## src/rtl/rvc_asap_5pl_fetch.sv

```systemverilog
// Instruction-fetch initiator for the 5-stage core.
// Drives a synchronous-read I_MEM that has one cycle of read latency.
// Each returned word is paired with its PC and presented to decode as a
// valid/ready stream. A 2-entry buffer catches words already in flight
// when decode stalls. Redirects flush everything and restart fetch.
module rvc_asap_5pl_fetch #(
  parameter logic [31:0] RESET_PC = 32'h0000_0000
) (
  input  logic        clock,
  input  logic        rst_n,
  input  logic        ready,
  input  logic        redirect_valid,
  input  logic [31:0] redirect_pc,
  output logic [31:0] imem_address,
  input  logic [31:0] imem_q,
  output logic        inst_valid,
  output logic [31:0] inst,
  output logic [31:0] inst_pc
);

  logic [31:0] pc_q;
  logic        infl_v;
  logic [31:0] infl_pc;
  logic [31:0] fifo_pc   [2];
  logic [31:0] fifo_inst [2];
  logic        rd;
  logic        wr;
  logic [1:0]  count;

  logic        head_v;
  logic [31:0] head_pc;
  logic [31:0] head_inst;
  logic        pop;
  logic        buf_pop;
  logic        push;
  logic        issue;
  logic [2:0]  occupancy;
  logic [31:0] target;
  logic        unused_low_bits;

  assign target          = {redirect_pc[31:2], 2'b00};
  assign unused_low_bits = ^redirect_pc[1:0];
  assign imem_address    = pc_q;

  // Select the head word (buffer first, else the in-flight bypass) and derive handshake/issue controls
  always_comb begin
    head_v    = 1'b0;
    head_pc   = 32'h0000_0000;
    head_inst = 32'h0000_0000;
    if (count != 2'd0) begin
      head_v    = 1'b1;
      head_pc   = fifo_pc[rd];
      head_inst = fifo_inst[rd];
    end else if (infl_v) begin
      head_v    = 1'b1;
      head_pc   = infl_pc;
      head_inst = imem_q;
    end else begin
      head_v    = 1'b0;
      head_pc   = 32'h0000_0000;
      head_inst = 32'h0000_0000;
    end

    inst_valid = head_v & ~redirect_valid;
    if (inst_valid) begin
      inst    = head_inst;
      inst_pc = head_pc;
    end else begin
      inst    = 32'h0000_0000;
      inst_pc = 32'h0000_0000;
    end

    pop     = inst_valid & ready;
    // The in-flight word is the popped head only when the buffer is empty.
    buf_pop = pop & (count != 2'd0);
    push    = infl_v & ~(pop & (count == 2'd0));

    occupancy = {1'b0, count} + {2'b00, infl_v} - {2'b00, pop};
    issue     = ~redirect_valid & (occupancy < 3'd2);
  end

  // Control state: PC, in-flight tracking, buffer pointers and count
  always_ff @(posedge clock) begin
    if (!rst_n) begin
      pc_q    <= RESET_PC;
      infl_v  <= 1'b0;
      infl_pc <= 32'h0000_0000;
      rd      <= 1'b0;
      wr      <= 1'b0;
      count   <= 2'd0;
    end else if (redirect_valid) begin
      pc_q    <= target;
      infl_v  <= 1'b0;
      infl_pc <= infl_pc;
      rd      <= 1'b0;
      wr      <= 1'b0;
      count   <= 2'd0;
    end else begin
      if (push) begin
        wr <= ~wr;
      end else begin
        wr <= wr;
      end
      if (buf_pop) begin
        rd <= ~rd;
      end else begin
        rd <= rd;
      end
      count <= count + {1'b0, push} - {1'b0, buf_pop};
      if (issue) begin
        infl_v  <= 1'b1;
        infl_pc <= pc_q;
        pc_q    <= pc_q + 32'd4;
      end else begin
        infl_v  <= 1'b0;
        infl_pc <= infl_pc;
        pc_q    <= pc_q;
      end
    end
  end

  // Buffer storage; contents need no reset because count gates every read
  always_ff @(posedge clock) begin
    if (rst_n && !redirect_valid && push) begin
      fifo_pc[wr]   <= infl_pc;
      fifo_inst[wr] <= imem_q;
    end
  end

endmodule

```

## config.mk

```make
export PLATFORM = sky130hd
export DESIGN_NAME = rvc_asap_5pl_fetch
export DESIGN_NICKNAME = d
export VERILOG_FILES = /design/src/rtl/rvc_asap_5pl_fetch.sv
export SDC_FILE = /design/constraint.sdc
export NUM_CORES = 1
export LEC_CHECK = 0
export ABC_CLOCK_PERIOD_IN_PS = 18920
export CAP_MARGIN = 30
export CORE_UTILIZATION = 45
export CTS_CLUSTER_SIZE = 24
export DETAILED_ROUTE_END_ITERATION = 12
export GPL_ROUTABILITY_DRIVEN = 0
export MAX_ROUTING_LAYER = met4
export PLACE_DENSITY = 0.73
export SETUP_SLACK_MARGIN = 0.5
export SYNTH_ARGS = -nofsm -noshare
export SYNTH_HDL_FRONTEND = slang
export SYNTH_SLANG_ARGS = --single-unit
```

## constraint.sdc

```tcl
create_clock -name clock -period 18.92 [get_ports clock]
set_input_delay 5.676 -clock clock [delete_from_list [all_inputs] [get_ports clock]]
set_output_delay 5.676 -clock clock [all_outputs]
set_load 0.01 [all_outputs]
```

==> flow_summary.toml, run 1 <==
[setup_path]
crit_required_ps = 13240
critical-path-top-delay-family = "buffers and inverters"
critPathBufInv = 3
worstRegToRegCells = 10
reg2reg_slack_ps = 15030
worstSetupEndpointType = "output port"
r2r-end = "imem_address[19]"
critPathKind = "input pin to output port"
slowest_delay_ps = 680
r2r-start = "infl_v"
crit_arrival_ps = 7230
path_max_fanout = 87
cpMaxStageDelayCell = "buf_4"
crit_chain = "buf_2, buf_4, nor2_1, clkdlybuf4s50_1"
critPathLaunchType = "input pin"

[cells_and_area]
drive_gt1_share_pct = 5.514
area_delta_synth_final_pct = 26.43
antenna_cells = 0
nNetsFinal = 1003

[logic_synthesis]
synthArstFlopShare_pct = 0
synth_flop_cell = "edfxtp_1"
yosysUniqueCellTypes = 46
synth_compound_area_share_pct = 12.68
synth_seq_cells = 190
synth_top_family_by_area = "simple AND/OR/NAND/NOR gates"
synthesis.area_um2 = 8655
synthAdderAreaFrac_pct = 0.8096
synth_mux_area_share_pct = 7.171
synth_edf_count = 124
synth_xor_area_share_pct = 1.316
yosysSeqAreaShare_pct = 58.29
avgSynthCellArea_um2 = 10.71
yosys.area_share.simple_pct = 15.80
syn-instance-count = 808
yosys_warnings = 0

[clock_tree]
clk_pin_slew_ps = 60
htreeDepth = 4
cts_buffers = 17
cts_tree = "yes"
post_cts_resized = 0
root_buffer = "clkbuf_16"
post_cts_hold_buffer_count = 0
cts.sinks = 190
clkLatencyLatePin_ps = 420
cts_setup_buffers = 0
cts_buffer_depth = 2

[power_and_ir_drop]
seqPwrFrac_pct = 51.8
combPwrFrac_pct = 10.5
p_int_mw = 0.6925
power.density_nw_per_um2 = 82.53
netSwitchingPower_mw = 0.2106
ir_worst_vdd_v = 0.00006659
power.static_leakage_nw = 3.509
swShare_pct = 23.32
clkPwrFrac_pct = 37.7
p_total_mw = 0.9031

[timing]
relSlewSlack_pct = 36.69
fin_ws_ps = 6011
timing.setup.tns_ps = 0
final.min_clock_period_ps = 12910
hold_viol_final = 0
fin_crit_sh_pct = 68.23
worst_pin_slew_ps = 949.7
setup_viol = 0
fin_skew_ps = 10.20
rsz0062_at_grt = "false"
fmax_mhz = 77.47
slew_violations = 0

[place]
dpl.hpwl_um = 11860
pre_cts_ws_ps = 6006
port_buffers = 158

[route]
via_per_inst = 5.496
ant_nets = 0
wl_um = 19320
drt-wirelength-per-cell_um = 16.41
drc_errors = 0
vias = 6469
drt_iter0_drc = 346
first_pass_iters = 4

[die]
die_area_um2 = 19790
initial_core_util_pct = 46.11
ios = 165
core_area_um2 = 18770
die_h_um = 140.7
dieWidth_um = 140.7
num_rows = 50

[run]
cap_viol_max_count = 0

[global_routing]
grt_usage_pct = 20.56
grt_antenna_before_repair = 0
grt_pass1_wl_um = 31040
grt_pass1_vias = 5862
gr-total-overflow = 0
grt_max_degree = 88

[worst_hold_path]
hold_start = "infl_pc[11]"
min_path_type = "flop to flop"
min_path_cells = 0
whs_endpoint = "fifo_pc[1][11]"

[outcome]
status = "complete, no violations"
## cells in the mapped netlist (all sizes together) (8+ instances only)
master	number	area (um^2)
nand3	17	85.08
buf	20	122.6
dfxtp	66	1321
nor2	133	499.2
nor3	8	40.04
mux2i	62	620.6
and3	10	62.56
a21oi	8	40.04
xnor2	9	78.83
o31ai	11	82.58
and4	8	70.07
nand4	12	90.09
or4	11	82.58
a21boi	30	225.2
nand2	69	259.0
a31oi	76	475.5
edfxtp	124	3724
clkbuf	49	183.9
o21ai	22	110.1
inv	8	30.03
## worst max-delay path by stage
stage	end	slack (ps)	start	cells after the start
2_1_floorplan	inst[0]	6610	redirect_valid	4
3_3_place_gp	inst_pc[15]	5970	redirect_valid	4
3_5_place_dp	inst_pc[15]	6010	redirect_valid	4
4_1_cts	inst_pc[15]	6000	redirect_valid	4
5_1_grt	inst_valid	5900	redirect_valid	4
6_report	inst_valid	6010	redirect_valid	4
## layout by cell type, fill, tap and decap left out, drive strengths merged, types with 4 or more instances in the layout
master,Yosys,final
nand3,17,17
nor4,4,4
inv,8,10
edfxtp,124,124
and3,10,10
and2,5,5
a31oi,76,76
nor3,8,8
nand2b,5,5
ha,4,4
nor2,133,133
dfxtp,66,66
nor2b,4,4
or4,11,11
nor3b,4,4
o31ai,11,11
a21oi,8,8
clkdlybuf4s50,0,156
o21ai,22,22
a21boi,30,30
and4,8,8
buf,20,13
clkbuf,49,23
xnor2,9,9
conb,1,4
xor2,4,4
nand2,69,69
mux2i,62,62
nand4,12,12
## metal layers
metal  global-route usage [%]  share of wire, %  vias up
met1                    29.17                49     3049
li1                         -                 -     3214
met4                    6.979               1.5        0
met5                        -                 0        -
met2                    29.96                45      187
met3                    3.261               4.9       19
## power by group through the flow
stage | Combinational, mW | Clock, mW | Sequential [mW]
after floorplan | 0.0484 | 0 | 0.473
after global placement | 0.0916 | 0 | 0.476
after detailed placement | 0.0952 | 0 | 0.476
after CTS | 0.0957 | 0.348 | 0.467
after global routing | 0.104 | 0.366 | 0.469
final | 0.0951 | 0.340 | 0.467
## area by class of cell
type	count	area (um^2)
Multi-Input combinational cell	544	3302
Timing Repair Buffer	169	1702
Inverter	8	30.03
Fill cell	1602	7826
Tap cell	234	292.8
Sequential cell	190	5050
Clock buffer	23	479.2
Clock inverter	9	86.33
## through the flow
| step | hold slack, ps | cell area (um^2) | instances | utilization [%] |
|---|---|---|---|---|
| floorplan | 447.1 | 8666 | 811 | - |
| global placement | 463.8 | 10310 | 1142 | 54.91 |
| detailed placement | 469.7 | 10380 | 1145 | 55.29 |
| CTS | 484.7 | 10940 | 1177 | 58.30 |
| global route | 501.9 | 10940 | 1177 | 58.30 |
| finish | 481.0 | 10940 | 1177 | 58.30 |
## state kept, by name, summed over array words and instances, names as in the netlist, named ones only
signal and count:
wr 1, imem_address 30, fifo_inst 64, infl_v 1, count 2, fifo_pc 60, infl_pc 30, rd 1
## cell families after synthesis
group / count (synthesis)
simple gates: 295
flops: 190
compound gates: 165
buf+inv: 77
mux: 62
xor+xnor: 13
fa+ha+maj: 5
other cells: 1
## worst reg2reg max path, cell delays in order, from the launching register on
cell and delay (ps):
dfxtp_2 550, nor3_1 110, nor2_1 200, and2_1 170
ha_1 220, nand2b_1 150, fa_1 420, xnor2_1 700
nand2b_1 490, or4_1 620, a31oi_1 180
Note: power is estimated with default switching activity, not from simulation.
==> run 2: changes to the inputs <==
Settings changed: ABC_CLOCK_PERIOD_IN_PS 18920 to 12500.
Clock period 18.92 ns to 12.5 ns, I/O delays scaled along.
==> flow_summary.toml, run 2 (synthesized netlist as in run 1, its figures left out) <==
[setup_path]
cpMaxStageDelayCell = "buf_4"
critPathLaunchType = "input pin"
critPathBufInv = 3
slowest_delay_ps = 630
r2r-start = "infl_v"
critical-path-top-delay-family = "buffers and inverters"
crit_required_ps = 8750
crit_chain = "buf_2, buf_4, nor2_1, clkdlybuf4s50_1"
path_max_fanout = 62
worstSetupEndpointType = "output port"
crit_arrival_ps = 5530
critPathLaunch = "redirect_valid"
critPathKind = "input pin to output port"

[cells_and_area]
nNetsFinal = 1002
layout_commonest_cell = "clkdlybuf4s50_1"
final_cell_mix = "156 x clkdlybuf4s50_1, 132 x nor2_1, 124 x edfxtp_1"
drive_gt1_share_pct = 5.626
area_delta_synth_final_pct = 26.50
largest_register = "fifo_inst"
reg.largest.list = "fifo_inst: 64 flops, fifo_pc: 60 flops"
largest_register_ffs = 64
antenna_cells = 0

[power_and_ir_drop]
p_total_mw = 1.372
power.static_leakage_nw = 3.513
ir_worst_vdd_v = 0.0001023
power.density_nw_per_um2 = 125.3

[route]
drt-wirelength-per-cell_um = 16.45
via_per_inst = 5.520
first_pass_iters = 4
wl_um = 19350
ant_nets = 0
vias = 6491
drc_errors = 0
drt_iter0_drc = 381

[timing]
worst_pin_slew_ps = 906.0
hold_viol_final = 0
timing.setup.tns_ps = 0
fin_crit_sh_pct = 74.23
fmax_mhz = 107.8
final.min_clock_period_ps = 9279
fin_skew_ps = 8.152
slew_violations = 0
rsz0062_at_grt = "false"
setup_viol = 0
relSlewSlack_pct = 39.17

[clock_tree]
cts_setup_buffers = 0
root_buffer = "clkbuf_16"
cts_buffer_depth = 2
clkLatencyLatePin_ps = 420
post_cts_hold_buffer_count = 0
cts_buffers = 17
htreeDepth = 4
cts.sinks = 190
clk_pin_slew_ps = 60
cts_tree = "yes"
post_cts_resized = 0

[outcome]
status = "complete, no violations"

[global_routing]
grt_usage_pct = 20.86
grt_busiest_layer = "met2"
grt_pass1_wl_um = 31670
grt_use_met2_pct = 31.53
gr-total-overflow = 0
global_route.usage.met1_pct = 28.90
grt_antenna_before_repair = 0
grt_max_degree = 87
grt_pass1_vias = 6077
use_met3_pct = 3.702

[die]
die_h_um = 140.7
ios = 165
initial_core_util_pct = 46.11
core_area_um2 = 18770
num_rows = 50
dieWidth_um = 140.7
die_area_um2 = 19790

[place]
port_buffers = 158
dpl.hpwl_um = 12210

[run]
cap_viol_max_count = 0

[worst_hold_path]
min_path_type = "flop to flop"
hold_start = "infl_pc[24]"
-- run 2: worst paths after layout --
kind	cells after the start	to	slack (ps)
hold reg to reg	0	fifo_pc[1][24]	480
setup reg to reg	11	imem_address[21]	7790
setup / recovery	4	inst_valid	3220
hold / removal	0	fifo_pc[1][24]	480
-- run 2: worst register-to-register path, delay by kind of cell (launching register included) --
family	cells	cell delay, ps
compound gates	1	160
xor+xnor	1	730
fa+ha+maj	2	640
buf+inv	1	510
flops	1	760
simple gates	6	1840
-- run 2: per-layer routing --
layer  vias up  wire length, um
li1       3211                -
met1      3048             9325
met2       218             8792
met3        14             1010
met4         0              220
met5         -                0
-- run 2: area by class of cell --
cell class	count	area, um^2
repair buffers	168	1694
inverters	8	30.03
flip-flops and latches	190	5050
clock buffers	21	470.5
fillers	1604	7820
well taps	234	292.8
multi-input cells	544	3302
clock inverters	11	108.9
-- run 2: metrics by stage --
stage / area, um^2 / hold slack (ps) / std cells / setup slack [ps] / util, %
after detailed placement: 10370 / 472.8 / 1144 / 3231 / 55.25
after global placement: 10300 / 466.0 / 1141 / 3218 / 54.87
after global routing: 10950 / 503.1 / 1176 / 3101 / 58.33
final: 10950 / 483.2 / 1176 / 3221 / 58.33
after CTS: 10950 / 489.5 / 1176 / 3224 / 58.33
after floorplan: 8666 / 447.1 / 811 / 3657 / -
-- run 2: power by group --
| group | total [mW] | leakage (nW) | internal (mW) | switching (mW) |
|---|---|---|---|---|
| registers | 0.709 | 1.62 | 0.685 | 0.0237 |
| clock network | 0.520 | 0.279 | 0.293 | 0.227 |
| logic | 0.142 | 1.61 | 0.0705 | 0.0718 |
| total | 1.37 | 3.51 | 1.05 | 0.323 |
